==> src/rtl/strober_fifo2.sv <==
// strober_fifo2 -- two-entry sample FIFO for the interpolation strober.
//
// Ports:
//   clock      sole clock, rising edge
//   reset_n    asynchronous active-low reset (empties the FIFO)
//   flush      synchronous empty request (dominates push/pop)
//   push       write push_data at the tail (caller guarantees count<2 or a same-cycle pop)
//   pop        drop the head entry (caller guarantees count>0)
//   push_data  sample to write
//   count      number of valid entries, 0..2
//   head       oldest entry, valid whenever count>0
module strober_fifo2 #(
  parameter int DWIDTH = 16
) (
  input  logic              clock,
  input  logic              reset_n,
  input  logic              flush,
  input  logic              push,
  input  logic              pop,
  input  logic [DWIDTH-1:0] push_data,
  output logic [1:0]        count,
  output logic [DWIDTH-1:0] head
);

  logic [DWIDTH-1:0] r_mem [2];
  logic              r_rd_ptr;
  logic              r_wr_ptr;
  logic [1:0]        r_count;

  // Storage needs no reset: an entry is only ever read after it was written.
  for (genvar gi = 0; gi < 2; gi++) begin : g_entry
    always_ff @(posedge clock) begin
      if (push && !flush && (r_wr_ptr == 1'(gi))) begin
        r_mem[gi] <= push_data;
      end
    end
  end

  always_ff @(posedge clock or negedge reset_n) begin
    if (!reset_n) begin
      r_rd_ptr <= 1'b0;
      r_wr_ptr <= 1'b0;
      r_count  <= 2'd0;
    end else if (flush) begin
      r_rd_ptr <= 1'b0;
      r_wr_ptr <= 1'b0;
      r_count  <= 2'd0;
    end else begin
      if (push) r_wr_ptr <= ~r_wr_ptr;
      if (pop)  r_rd_ptr <= ~r_rd_ptr;
      case ({push, pop})
        2'b10:   r_count <= r_count + 2'd1;
        2'b01:   r_count <= r_count - 2'd1;
        default: r_count <= r_count;   // idle, or push+pop leaves occupancy unchanged
      endcase
    end
  end

  assign count = r_count;
  assign head  = r_mem[r_rd_ptr];

endmodule

==> src/rtl/cic_interp_strober.sv <==
// cic_interp_strober -- input-rate strobe generator and sample feeder for a
// CIC interpolator. Divides the output-rate enable (strobe_fast) by rate to
// produce strobe_slow, pulls one buffered sample per strobe_slow, and fills the
// other output slots with zeros (hold_mode=0) or the last sample (hold_mode=1).
//
// Ports:
//   clock, reset_n        clock / asynchronous active-low reset
//   enable                run when high; flush and rearm when low
//   rate [WIDTH]          interpolation ratio (0 and 1 both mean 1), sampled while disabled
//   hold_mode             0 = zero-stuff, 1 = repeat last sample
//   strobe_fast           output-rate clock enable
//   strobe_slow           input-rate strobe (combinational)
//   in_data/in_valid/in_ready   upstream sample handshake
//   out_data/out_valid    interpolated sample stream, one clock after each strobe_fast
//   underrun              sticky: a sample was due while the buffer was empty
//   clear_underrun        clears underrun (a same-cycle set wins)
module cic_interp_strober #(
  parameter int WIDTH  = 8,
  parameter int DWIDTH = 16
) (
  input  logic              clock,
  input  logic              reset_n,
  input  logic              enable,
  input  logic [WIDTH-1:0]  rate,
  input  logic              hold_mode,
  input  logic              strobe_fast,
  output logic              strobe_slow,
  input  logic [DWIDTH-1:0] in_data,
  input  logic              in_valid,
  output logic              in_ready,
  output logic [DWIDTH-1:0] out_data,
  output logic              out_valid,
  output logic              underrun,
  input  logic              clear_underrun
);

  localparam logic [WIDTH-1:0] C_ONE = WIDTH'(1);   // counter reload / minimum rate

  logic [WIDTH-1:0]  r_rate_q;
  logic [WIDTH-1:0]  r_cnt;
  logic [DWIDTH-1:0] r_out_data;
  logic [DWIDTH-1:0] r_hold;
  logic              r_out_valid;
  logic              r_underrun;

  logic [WIDTH-1:0]  w_rate_eff;
  logic              w_fast_run;
  logic              w_slow;
  logic              w_push;
  logic              w_pop;
  logic              w_underrun_set;
  logic [1:0]        w_count;
  logic [DWIDTH-1:0] w_head;

  assign w_rate_eff = (r_rate_q <= C_ONE) ? C_ONE : r_rate_q;
  assign w_fast_run = enable & strobe_fast;
  // reset_n gating keeps the combinational outputs quiet while reset is held.
  assign w_slow     = reset_n & w_fast_run & (r_cnt == C_ONE);
  assign in_ready   = reset_n & enable & (w_count < 2'd2);
  assign w_push     = in_valid & in_ready;
  assign w_pop      = w_slow & (w_count != 2'd0);
  assign w_underrun_set = w_slow & (w_count == 2'd0);

  strober_fifo2 #(
    .DWIDTH (DWIDTH)
  ) u_fifo (
    .clock     (clock),
    .reset_n   (reset_n),
    .flush     (~enable),
    .push      (w_push),
    .pop       (w_pop),
    .push_data (in_data),
    .count     (w_count),
    .head      (w_head)
  );

  // Rate is only sampled while disabled so the period cannot change mid-stream.
  always_ff @(posedge clock or negedge reset_n) begin
    if (!reset_n) begin
      r_rate_q <= C_ONE;
    end else if (!enable) begin
      r_rate_q <= rate;
    end
  end

  // Counter parks at 1 while disabled so the first strobe_fast after enable is a slow strobe.
  always_ff @(posedge clock or negedge reset_n) begin
    if (!reset_n) begin
      r_cnt <= C_ONE;
    end else if (!enable) begin
      r_cnt <= C_ONE;
    end else if (strobe_fast) begin
      r_cnt <= (r_cnt == C_ONE) ? w_rate_eff : r_cnt - C_ONE;
    end
  end

  always_ff @(posedge clock or negedge reset_n) begin
    if (!reset_n) begin
      r_out_data  <= '0;
      r_hold      <= '0;
      r_out_valid <= 1'b0;
    end else if (!enable) begin
      r_out_data  <= '0;
      r_hold      <= '0;
      r_out_valid <= 1'b0;
    end else begin
      r_out_valid <= strobe_fast;
      if (strobe_fast) begin
        if (w_slow) begin
          // Empty buffer on a due sample emits a zero rather than stale data.
          r_out_data <= w_pop ? w_head : '0;
          r_hold     <= w_pop ? w_head : '0;
        end else begin
          r_out_data <= hold_mode ? r_hold : '0;
        end
      end
    end
  end

  always_ff @(posedge clock or negedge reset_n) begin
    if (!reset_n) begin
      r_underrun <= 1'b0;
    end else if (w_underrun_set) begin
      r_underrun <= 1'b1;
    end else if (clear_underrun) begin
      r_underrun <= 1'b0;
    end
  end

  assign strobe_slow = w_slow;
  assign out_data    = r_out_data;
  assign out_valid   = r_out_valid;
  assign underrun    = r_underrun;

endmodule

==> config.mk <==
export PLATFORM = sky130hd
export DESIGN_NAME = cic_interp_strober
export DESIGN_NICKNAME = d
export VERILOG_FILES = /design/src/rtl/strober_fifo2.sv /design/src/rtl/cic_interp_strober.sv
export SDC_FILE = /design/constraint.sdc
export NUM_CORES = 1
export LEC_CHECK = 0
export ABC_AREA = 1
export ABC_CLOCK_PERIOD_IN_PS = 2160
export BUFFER_PORTS_ARGS = -buffer_cell sky130_fd_sc_hd__buf_2
export CAP_MARGIN = 10
export CORE_MARGIN = 5
export CORE_UTILIZATION = 55
export DETAILED_ROUTE_END_ITERATION = 6
export PLACE_DENSITY = 0.88
export SLEW_MARGIN = 10
export SYNTH_ARGS = -nofsm -noshare
export SYNTH_HDL_FRONTEND = slang
export SYNTH_SLANG_ARGS = --single-unit
==> constraint.sdc <==
create_clock -name clock -period 2.16 [get_ports clock]
set_clock_uncertainty 0.1 [all_clocks]
set_input_delay 0.216 -clock clock [delete_from_list [all_inputs] [get_ports clock]]
set_output_delay 0.216 -clock clock [all_outputs]
set_load 0.005 [all_outputs]
Word-level counts from Yosys, hierarchy flattened
Memory sizes are Yosys's and may differ from the RTL's. Index checks and enable logic that the tools add are counted.

Register bits: 54. Memory bits (writable): 32. Output and inout bits: 20. Word-level logic and storage cells: 69. Memories kept: 1.

Memories: u_fifo.r_mem (depth 2, bits a word 16, rd ports 1, clocked after memory_dff 0, write ports 1, line strober_fifo2.sv:25) `logic [DWIDTH-1:0] r_mem [2];`.

Add/sub/neg operators: 3. Order comparisons: 2. Equality and inequality tests: 8. Mux-type cells: 28. Bitwise logic cells: 10. Reductions and logical operators: 8.

Operators with widths (number): $mux 16 (9); $mux 8 (4); $reduce_or 16->1 (1); $mux 1 (13); $and 1x1->1 (8); $eq 8x1->1 const B (1); $le 8x1->1 const B (1); $ne 2x1->1 const B (4); $sub 8x1->8 const B (1); $pmux 2 s2 (1); $reduce_bool 2->1 (2); $logic_and 1x1->1 (3); $ne 3x1->1 const B (1); $add 2x1->2 const B (1); $eq 2x1->1 const B (1); $eq 2x2->1 const B (1); $logic_not 2->1 (1); $lt 2x2->1 const B (1); $mux 2 (1); $not 1->1 (2); $reduce_and 2->1 (1); $sub 2x1->2 const B (1).

Longest topological paths before layout
Depth in word-level cells: 9. Mapped depth: 10. Gate-level depth less buffers: 9.

Cells and area by module
A second synthesis with hierarchy kept.

Cell total of the unflattened synthesis: 420. Area total of the unflattened synthesis: 3977.6 µm².

By module, submodules not included: cic_interp_strober (times used 1, cells an instance 341, area an instance 2568.7 µm², seq. area each 1253.7 µm²); strober_fifo2 (times used 1, cells an instance 79, area an instance 1408.9 µm², seq. area each 1061.0 µm²).

Worst setup path after synthesis
Ideal clock, no wire load.

Kind: register -> register. From: register u_fifo.r_count[1], in the netlist u_fifo.count[1]. To: memory u_fifo.r_mem[1][0] (enable). Data arrival time: 1.418 ns. Required time: 1.670 ns. Path slack: 0.252 ns. Cell stages (with the launch flop): 4. Buffers on the path: 0. Cells stage by stage: dfrtp_1 inv_1 nand4_1 nor2_1.

Longest elaborated chain between the ends: 9. Elaborated cells on any way between the ends: 13. Classes of those cells: order compare: 1; mux: 6; bitwise: 2; reduce/logical: 4.

RTL lines: start, declared (line strober_fifo2.sv:28) `logic [1:0] r_count;`; start signal, assigned (line strober_fifo2.sv:52) `2'b10: r_count <= r_count + 2'd1;`; start signal, assigned (line strober_fifo2.sv:53) `2'b01: r_count <= r_count - 2'd1;`; start signal, assigned (line strober_fifo2.sv:54) `default: r_count <= r_count;`; $lt 2x2->1 * (line cic_interp_strober.sv:59) `assign in_ready = reset_n & enable & (w_count < 2'd2);`; $and 1x1->1 * (line cic_interp_strober.sv:59); $and 1x1->1 * (line cic_interp_strober.sv:60) `assign w_push = in_valid & in_ready;`; $logic_and 1x1->1 * (line strober_fifo2.sv:33) `if (push && !flush && (r_wr_ptr == 1'(gi))) begin`; $logic_and 1x1->1 (line strober_fifo2.sv:33); $mux 1 (line strober_fifo2.sv:33); $mux 1 (not written as such) (line strober_fifo2.sv:34) `r_mem[gi] <= push_data;`; $reduce_or 16->1 (no source line); $mux 1 (no source line); end, declared (line strober_fifo2.sv:25).

Mark *: on every way between the ends. The rest lies on a longest branch, timed or not.

Worst setup path in the final report
From: register r_cnt[0]. To: output strobe_slow.

Longest elaborated chain between the ends: 2.

RTL lines: start, declared (line cic_interp_strober.sv:40) `logic [WIDTH-1:0] r_cnt;`; start signal, assigned (line cic_interp_strober.sv:93) `r_cnt <= (r_cnt == C_ONE) ? w_rate_eff : r_cnt - C_ONE;`; $eq 8x1->1 (line cic_interp_strober.sv:58) `assign w_slow = reset_n & w_fast_run & (r_cnt == C_ONE);`; $and 1x1->1 (line cic_interp_strober.sv:58); end, declared (line cic_interp_strober.sv:27) `output logic strobe_slow,`.

Every way passes these cells.

==> flow_metrics.env <==
export IMPL_clk_pin_slew_ps=90
export IMPL_die_w_um=90.9
export IMPL_synth_fp_nets=388
export IMPL_peakVddDrop_v=0.000814
export IMPL_hold_path_end="out_data[15]"
export IMPL_grt_pass1_wl_mm=13.8
export IMPL_rr_startpoint="r_cnt[0]"
export IMPL_worstPathArrival_ps=1700
export IMPL_drt_vias_per_instance=5.33
export IMPL_die_area_mm2=0.00827
export IMPL_crit_required_ps=1840
export IMPL_final_util_pct=69.6
export IMPL_die_y_um=90.9
export IMPL_drive_gt1_share_pct=20.0
export IMPL_stdcell_area_mm2=0.00442
export IMPL_ys_warn_count=0
export IMPL_final_cell_mix="113 x nand2_1, 52 x dfrtp_1, 50 x buf_2"
export IMPL_max_slew_worst_pin_slew_ps=543
export IMPL_synth_seq_area_share_pct=64.3
export IMPL_syn_avg_cell_area_um2=10.1
export IMPL_drv_cap=0
export IMPL_rrSetupSlack_ps=230
export IMPL_drc=0
export IMPL_clock_latency_ps=360
export IMPL_path_class="reg -> out"
export IMPL_leakagePower_nw=2.06
export IMPL_cts_path_max_buffers=2
export IMPL_setup_tns_ps=0
export IMPL_routed_wirelength_mm=8.32
export IMPL_rows=29
export IMPL_hold_violations=0
export IMPL_holdPathStages=3
export IMPL_dp_hpwl_mm=5.23
export IMPL_antenna_found_initial=0
export IMPL_h_tree_depth=3
export IMPL_gr_total_overflow=0
export IMPL_root_buffer="clkbuf_8"
export IMPL_use_met1_pct=25.1
export IMPL_grtUsageTotal_pct=21.1
export IMPL_synth_seq_cells=86
export IMPL_syn2layout_area_growth_pct=22.8
export IMPL_cts_buffers=9
export IMPL_syn_area_mm2=0.00360
export IMPL_power_density_mw_per_mm2=876
export IMPL_use_met2_pct=36.1
export IMPL_place_congestion=0.858
export IMPL_reg2regPathDepth=6
export IMPL_dpl_cell_area_mm2=0.00394
export IMPL_timing_final_crit_share_pct=93.3
export IMPL_hp_start="hold_mode"
export IMPL_cts_resized=0
export IMPL_syn_inst=355
export IMPL_core_mm2=0.00635
export IMPL_initial_core_util_pct=56.7
export IMPL_outcome="finished clean"
export IMPL_crit_chain="ha_1 > nand2_1 > nor2_4 > nand2_2 > inv_1 > buf_2"
export IMPL_numPortBuffers=50
export IMPL_layout_commonest_cell="nand2_1"
export IMPL_slew_viol_final=0
export IMPL_diodes=0
export IMPL_nets=472
export IMPL_grt_max_degree=41
export IMPL_synthDistinctLibCells=30
export IMPL_total_power_mw=3.87
export IMPL_fmax_ghz=0.496
export IMPL_r2r_end="r_hold[8]"
export IMPL_drt_iter0_drc=136
export IMPL_fillers=452
export IMPL_rsz0062_at_grt="no"
export IMPL_pin_count=51
export IMPL_cts_tree="done"
export IMPL_worstPathMaxFanout=6
export IMPL_hold_class="in -> reg"
export IMPL_slew_headroom_pct=63.5
export IMPL_crit_path_start_kind="flip-flop"
export IMPL_worstSetupEndpointType="primary output"
export IMPL_ant_nets=0
export IMPL_grt_busiest_layer="met2"
export IMPL_num_vias=2776
export IMPL_drt_pass1_iter_count=5
export IMPL_cp_slowest_stage_delay_ps=580
export IMPL_routedWlPerCell_um=16.0
export IMPL_finalCriticalPeriod_ps=2010
export IMPL_grt_util_met3_pct=4.75
export IMPL_worst_path_max_delay_cell="dfstp_2"
export IMPL_clkSinkCount=86
export IMPL_setup_viol=0
export IMPL_grt_pass1_vias=2866
-- registers in the layout, indices dropped and copies added, names as in the netlist --
signal,cells
r_rate_q,8
r_cnt,8
r_hold,16
u_fifo.count,2
u_fifo.r_mem,32
u_fifo.r_rd_ptr,1
out_data,16
u_fifo.r_wr_ptr,1
underrun,1
out_valid,1
-- through the flow --
stage,setup WS [ps],hold WS (ps),instances
6_report,146,57.0,521
2_1_floorplan,252,-180,355
3_3_place_gp,349,137,479
3_5_place_dp,283,138,479
5_1_grt,40.2,64.7,521
4_1_cts,135,43.1,521
-- cell type report --
type                       count  area (µm²)  area share (%)
clock buffer                  10         149            3.37
timing repair buffer          84         571            12.9
multi-input combinational    215        1050            23.9
tap                           77        96.3            2.18
clock inverter                 6        73.8            1.67
sequential                    86        2310            52.4
inverter                      43         161            3.65
-- synth_stat cells, drive strengths merged --
cell    count  area share (%)
nand2     116              12
dfrtp      52              36
inv        42             4.4
o21ai      38             5.3
edfxtp     32              27
o211ai     17             3.5
nor2       11             1.7
a21oi       9             1.4
buf         9             1.7
nand3       9             1.5
nand4       7             1.6
clkbuf      2            0.21
dfstp       2             1.5
ha          2            0.69
nor3        2            0.28
xor2        2            0.49
and2        1            0.17
clkinv      1            0.10
o22ai       1            0.17
-- what timing repair did --
action                    in CTS  in global routing
buffers inserted               0                  0
hold buffers                  26                  0
hold endpoints to repair      93                  0
-- power by group --
| group | switching (mW) | internal (mW) | total (mW) |
|---|---|---|---|
| logic | 0.484 | 0.281 | 0.765 |
| registers | 0.0765 | 1.80 | 1.87 |
| clock network | 0.613 | 0.621 | 1.23 |
-- how the worst max path moves through the flow --
stage	from	endpoint	slack, ps
finish	r_cnt[0]	strobe_slow	150
global route	r_cnt[0]	strobe_slow	40
CTS	r_cnt[0]	strobe_slow	140
detailed placement	r_cnt[0]	r_hold[10]	280
global placement	r_cnt[0]	r_hold[9]	350
floorplan	u_fifo.count[1]	u_fifo.r_mem[1][0]	250
-- cell families after synthesis --
kind of cell | count (synthesis) | synth area share (%)
xor gates and xnor gates | 2 | 0.487
buffers and inverters | 54 | 6.43
and+or+nand+nor | 146 | 17.8
adders and majority gates | 2 | 0.695
DFF | 86 | 64.3
AOI/OAI and AO/OA | 65 | 10.4
-- worst max-delay path: cells and delay by family, from the launching register on --
kind / cells / cell delay (ps)
buffers and inverters: 2 / 200
AND/OR/NAND/NOR: 3 / 420
adder cells (fa/ha/maj): 1 / 150
flip-flops: 1 / 580
-- per-layer routing --
metal / up-vias / wire length (µm)
met3: 19 / 588
met2: 124 / 4320
li1: 1331 / -
met4: 0 / 170
met1: 1302 / 3240
met5: - / 0
(Power assumes the default switching activity.)
